File: src/rtl/fp_seq_mul.sv
// Iterative shift-add floating-point multiplier, one significand bit per clock.
// Optional round-to-nearest-even selected by defining FP_MUL_RNE_EN (default: truncation).
module fp_seq_mul #(
  parameter int MB = 23,
  parameter int EB = 8
) (
  input  logic             clk,
  input  logic             rst_n,
  input  logic             start,
  input  logic [MB+EB:0]   a,
  input  logic [MB+EB:0]   b,
  output logic             busy,
  output logic             done,
  output logic [MB+EB:0]   result,
  output logic             invalid,
  output logic             overflow,
  output logic             underflow,
  output logic             zero
);

  localparam int N    = MB + EB + 1;
  localparam int BIAS = 2**(EB-1) - 1;
  localparam int PW   = 2*MB + 2;
  localparam int CW   = $clog2(MB + 2);
  localparam logic signed [EB+1:0] BIAS_E = (EB+2)'(BIAS);
  localparam logic signed [EB+1:0] EMAX_E = (EB+2)'(2**EB - 1);
  localparam logic signed [EB+1:0] ZERO_E = '0;
  localparam logic [CW-1:0]        CNT_INIT = CW'(MB + 1);

  typedef enum logic [1:0] {IDLE, MULT, NORM, DONE} state_e;

  state_e                 state_q, state_d;
  logic                   sign_q, sign_d;
  logic signed [EB+1:0]   e_q, e_d;
  logic [MB:0]            ma_q, ma_d;
  logic [PW-1:0]          acc_q, acc_d;
  logic [CW-1:0]          cnt_q, cnt_d;
  logic [N-1:0]           res_q, res_d;
  logic [3:0]             fl_q, fl_d;      // {invalid, overflow, underflow, zero}
  logic [N-1:0]           result_q;
  logic [3:0]             flags_q;
  logic                   done_q;

  logic [EB-1:0]          a_exp, b_exp;
  logic                   a_den, b_den;
  logic [MB+1:0]          sum;
  logic                   hi;
  logic [MB-1:0]          mant;
  logic signed [EB+1:0]   en;

`ifdef FP_MUL_RNE_EN
  logic [MB:0]            rnd;

  function automatic logic [MB:0] rne(input logic [MB-1:0] m, input logic g, input logic s);
    return {1'b0, m} + (MB+1)'(g & (s | m[0]));
  endfunction
`endif

  always_comb begin
    state_d = state_q;
    sign_d  = sign_q;
    e_d     = e_q;
    ma_d    = ma_q;
    acc_d   = acc_q;
    cnt_d   = cnt_q;
    res_d   = res_q;
    fl_d    = fl_q;

    a_exp = a[N-2:MB];
    b_exp = b[N-2:MB];
    a_den = (a_exp == '0) && (a[MB-1:0] != '0);
    b_den = (b_exp == '0) && (b[MB-1:0] != '0);

    // Add multiplicand into the upper half when the multiplier LSB is set; carry kept for the shift.
    sum  = {1'b0, acc_q[PW-1:MB+1]} + (acc_q[0] ? {1'b0, ma_q} : '0);
    hi   = acc_q[PW-1];
    mant = hi ? acc_q[PW-2:MB+1] : acc_q[PW-3:MB];
    en   = e_q + $signed({{(EB+1){1'b0}}, hi});
`ifdef FP_MUL_RNE_EN
    rnd  = rne(mant, hi ? acc_q[MB] : acc_q[MB-1],
               hi ? |acc_q[MB-1:0] : |acc_q[MB-2:0]);
    mant = rnd[MB-1:0];
    en   = en + $signed({{(EB+1){1'b0}}, rnd[MB]});
`endif

    unique case (state_q)
      IDLE: begin
        if (start) begin
          sign_d = a[N-1] ^ b[N-1];
          ma_d   = {1'b1, a[MB-1:0]};
          acc_d  = {{(MB+1){1'b0}}, 1'b1, b[MB-1:0]};
          e_d    = $signed({2'b00, a_exp}) + $signed({2'b00, b_exp}) - BIAS_E;
          cnt_d  = CNT_INIT;
          fl_d   = '0;
          if ((a_exp == '1) || (b_exp == '1)) begin
            res_d   = {1'b0, {EB{1'b1}}, 1'b1, {(MB-1){1'b0}}};
            fl_d    = 4'b1000;
            state_d = DONE;
          end else if ((a_exp == '0) || (b_exp == '0)) begin
            res_d   = {a[N-1] ^ b[N-1], {(N-1){1'b0}}};
            fl_d    = {2'b00, a_den | b_den, 1'b1};
            state_d = DONE;
          end else begin
            state_d = MULT;
          end
        end
      end
      MULT: begin
        acc_d = {sum, acc_q[MB:1]};
        cnt_d = cnt_q - 1'b1;
        if (cnt_q == CW'(1)) state_d = NORM;
      end
      NORM: begin
        res_d = {sign_q, en[EB-1:0], mant};
        fl_d  = '0;
        if (en >= EMAX_E) begin
          res_d = {sign_q, {EB{1'b1}}, {MB{1'b0}}};
          fl_d  = 4'b0100;
        end else if (en <= ZERO_E) begin
          res_d = {sign_q, {(N-1){1'b0}}};
          fl_d  = 4'b0011;
        end
        state_d = DONE;
      end
      DONE: state_d = IDLE;
      default: state_d = IDLE;
    endcase
  end

  always_ff @(posedge clk or negedge rst_n) begin
    if (!rst_n) begin
      state_q  <= IDLE;
      done_q   <= 1'b0;
      result_q <= '0;
      flags_q  <= '0;
    end else begin
      state_q <= state_d;
      done_q  <= (state_q == DONE);
      if (state_q == DONE) begin
        result_q <= res_q;
        flags_q  <= fl_q;
      end
    end
  end

  always_ff @(posedge clk) begin
    sign_q <= sign_d;
    e_q    <= e_d;
    ma_q   <= ma_d;
    acc_q  <= acc_d;
    cnt_q  <= cnt_d;
    res_q  <= res_d;
    fl_q   <= fl_d;
  end

  assign busy      = (state_q != IDLE);
  assign done      = done_q;
  assign result    = result_q;
  assign invalid   = flags_q[3];
  assign overflow  = flags_q[2];
  assign underflow = flags_q[1];
  assign zero      = flags_q[0];

endmodule

File: config.mk
export PLATFORM = sky130hd
export DESIGN_NAME = fp_seq_mul
export DESIGN_NICKNAME = d
export VERILOG_FILES = /design/src/rtl/fp_seq_mul.sv
export SDC_FILE = /design/constraint.sdc
export NUM_CORES = 1
export LEC_CHECK = 0
export ABC_AREA = 1
export CELL_PAD_IN_SITES_DETAIL_PLACEMENT = 0
export CELL_PAD_IN_SITES_GLOBAL_PLACEMENT = 2
export CORE_ASPECT_RATIO = 0.8
export CORE_MARGIN = 2
export CORE_UTILIZATION = 32
export DETAILED_ROUTE_END_ITERATION = 16
export GPL_TIMING_DRIVEN = 0
export PLACE_DENSITY_LB_ADDON = 0.2
export SETUP_SLACK_MARGIN = 0.3
export SLEW_MARGIN = 15
export SYNTH_ARGS = -nofsm -noshare
export SYNTH_HDL_FRONTEND = slang
export SYNTH_SLANG_ARGS = --single-unit
File: constraint.sdc
create_clock -name clk -period 5.5 [get_ports clk]
set_input_delay 1.1 -clock clk [delete_from_list [all_inputs] [get_ports clk]]
set_output_delay 1.1 -clock clk [all_outputs]
set_load 0.01 [all_outputs]
==> metrics.md <==
| Metric | Value |
|---|---|
| Status | `finished clean` |
| H-tree depth | `4` |
| Final Util | `0.403` |
| Endpoint, Worst Hold | `result[14]$_DFFE_PN0P_` |
| Total GRT Usage | `0.170` |
| Worst Hold Depth | `1` |
| Slew HR | `0.340` |
| CP Launch Point | `state_q[0]$_DFFE_PN0P_` |
| Reg-to-Reg End | `acc_q[37]$_SDFFCE_PN0P_` |
| RD Place Congestion | `0.807` |
| Sequential share of the synthesized area | `0.506` |
| Die Height | `156 um` |
| Cells after synthesis | `992` |
| Starting Density | `0.325` |
| Clock latency at the later pin of the worst-skew pair | `0.43 ns` |
| First-pass GRT wire length | `39100 um` |
| Pin count of the biggest net entering global routing | `32` |
| Initial antenna violation count | `0` |
| CP endpoint kind | `primary output` |
| Crit-path cells | `inv_1 > ha_1 > inv_1 > clkdlybuf4s50_1` |
| Diode count | `0` |
| FF-to-FF Start | `acc_q[0]$_DFFE_PP_` |
| Final Setup Violations | `0` |
| Yosys reg bits | `162` |
| Synth Area in Simple Gates | `0.219` |
| WHS | `0.467 ns` |
| Worst R2R Path Depth | `11` |
| Worst-path clk slew | `0.07 ns` |
| RSZ-0062 raised after global routing | `no` |
| Mapped Area | `0.00923 mm^2` |
| Final hold vios | `0` |
| Gates resized, CTS repair | `0` |
| Dpl cells | `1471` |
| Number of flops mapped to enable cells by yosys | `123` |
| HPWL after DPL | `19900 um` |
| Type of origin of the critical path | `flip-flop` |
| Die area | `0.0302 mm^2` |
| Critical path class | `flip-flop to primary output` |
| DP Area | `0.0109 mm^2` |
| Total CTS buffers | `17` |
| Setup TNS | `0 ns` |
| Max Cap Violations | `0` |
| Synth top cells by count | `nand2_1 (213), inv_1 (143), edfxtp_1 (123)` |
| CP max stage delay | `0.51 ns` |
| Synth top area share | `0.400` |
| Final antenna-violating net count | `0` |
| Mux contribution to synthesized area | `0.0450` |
| Num Clock Sinks | `162` |
| DR iter-0 viols | `402` |
| Tmin final | `3.04 ns` |
| Post-synth ARST share | `0.241` |
| Static leakage | `4.93 nW` |
| Power Total | `6.20 mW` |
| Cts hold-fix bufs | `0` |
| Tcrit/Tclk final | `0.552` |
| Vias in the first global route | `6811` |
| Unique masters post-synth | `42` |
| Syn nets | `1108` |
| Number of fillers in the final layout | `2898` |
| Worst Hold Launch | `res_q[14]$_SDFFCE_PP0P_` |
| Warning count from the yosys run | `0` |
| Max Slew Vio Count | `0` |
| XOR/XNOR Fraction of Synth Area | `0.00841` |
| Cell with the most instances on the worst path | `inv_1` |
| DR WL/cell | `16.6 um` |
| Place WS | `2.05 ns` |
| Core area | `0.0284 mm^2` |
| DRC viols | `0` |
| Share of layout cells above drive strength 1 | `0.114` |
| Via count | `7024` |
| Ports | `105` |
| Synth top area cells | `edfxtp_1 (40%), dfrtp_1 (11%), nand2_1 (8.7%), ha_1 (6.4%), inv_1 (5.8%)` |
| CTS tree | `done` |
| Total Routed Length | `24900 um` |
| Highest Clock Rate | `329 MHz` |
| PortBufs | `104` |
| Req. time, crit path | `4.40 ns` |
| Cell accounting for the most synthesized area | `edfxtp_1` |
| Synth Area in Compound Gates | `0.0769` |
| Setup ws final | `2.46 ns` |
| Rows | `55` |
| Area growth, synth to finish | `23.9%` |
| 1st-pass router iterations | `7` |
| Main combinational cell family by area after synthesis | `simple AND/OR/NAND/NOR gates` |
| Worst EP arrival | `1.94 ns` |
| Most common cell in the netlist | `nand2_1` |
| Max FO, Critical Path | `7` |
| Total gr overflow | `0` |
| Worst Max-Slew Pin Slew | `0.980 ns` |
| Final instance area | `0.0114 mm^2` |
| Max VDD drop | `0.301 mV` |
| Cell family with most CP delay | `buffers and inverters` |
| Top FF cell, synth | `edfxtp_1` |
| Power density cells | `543 mW/mm^2` |
| Clock skew | `0.0140 ns` |
| Layout Nets | `1236` |
| Avg Inst Size Synth | `9.30 um^2` |
| Finished Layout Cells | `1503` |
| CTS Root Cell | `clkbuf_16` |
| R2R Setup Slk | `2.47 ns` |
| Crit-path slowest cell | `clkdlybuf4s50_1` |
| Adder-Cell Fraction of Synth Area | `0.0681` |
| Buf+Inv Stages, Crit Path | `3` |
| Max Root-Sink Buffers | `2` |
| Worst hold path type | `flip-flop to flip-flop` |
| Post CTS Setup Buffer Count | `0` |
| Post-DR vias/cell | `4.67` |
| Horiz. Die Dim | `194 um` |
## power by group
part | internal (mW) | total, mW | leakage [nW] | switching (mW)
registers | 1.94 | 2.22 | 1.67 | 0.274
clock network | 0.633 | 1.15 | 0.267 | 0.520
logic | 1.11 | 2.84 | 2.99 | 1.73
## how the worst max path moves through the flow
| stage | slack (ns) | endpoint | cells after the start |
|---|---|---|---|
| floorplan | 1.62 | acc_q[0]$_DFFE_PP_ | 5 |
| global placement | -0.65 | acc_q[39]$_SDFFCE_PN0P_ | 5 |
| detailed placement | 2.05 | e_q[7]$_DFFE_PP_ | 9 |
| CTS | 2.42 | busy | 4 |
| global route | 2.19 | acc_q[45]$_SDFFCE_PN0P_ | 13 |
| finish | 2.46 | busy | 4 |
## cell families (layout without fill, tap and decap cells)
family          Yosys count  count (layout)
buf+inv                 171             312
fa+ha+maj                49              49
flops                   162             162
simple gates            428             428
compound gates          137             137
xor+xnor                  8               8
mux                      37              37
## cells in the final DEF (no fill, tap or decap), drive strengths merged, types with 36 or more instances in the layout
master           n
ha              47
nor2            88
inv            147
nand2          220
mux2            36
clkdlybuf4s50  103
dfrtp           39
clkbuf          36
nand3           56
a21oi           59
o21ai           69
edfxtp         123
## metal layers
layer / up-vias / wire length (um) / GRT usage
met4: 0 / 196 / 0.0390
met2: 149 / 10100 / 0.238
met3: 12 / 1080 / 0.0346
met5: - / 0 / 0
li1: 3587 / - / -
met1: 3276 / 13600 / 0.265
## area by class of cell
class,instances,area (um^2),area share
clock buffer,22,485,0.0425
inverter,144,541,0.0473
clock inverter,10,73.8,0.00646
buffer,27,168,0.0147
sequential,162,4670,0.408
multi-input combinational,659,3870,0.339
tap,370,463,0.0405
timing repair buffer,109,1160,0.101
## state kept, by name (all words and copies together) (netlist names), 4 cells and up
register,cells
acc_q,48
cnt_q,5
e_q,10
fl_q,4
flags_q,4
ma_q,23
res_q,32
result,32
## worst reg2reg max path: cells and delay by family (launching register included)
family                   cells  cell delay, ns
AO/OA/AOI/OAI                3            0.90
adder cells (fa/ha/maj)      1            0.33
buffers and inverters        3            0.45
flip-flops                   1            0.55
AND/OR/NAND/NOR              4            0.58
Power figures use the tool's default switching activity.
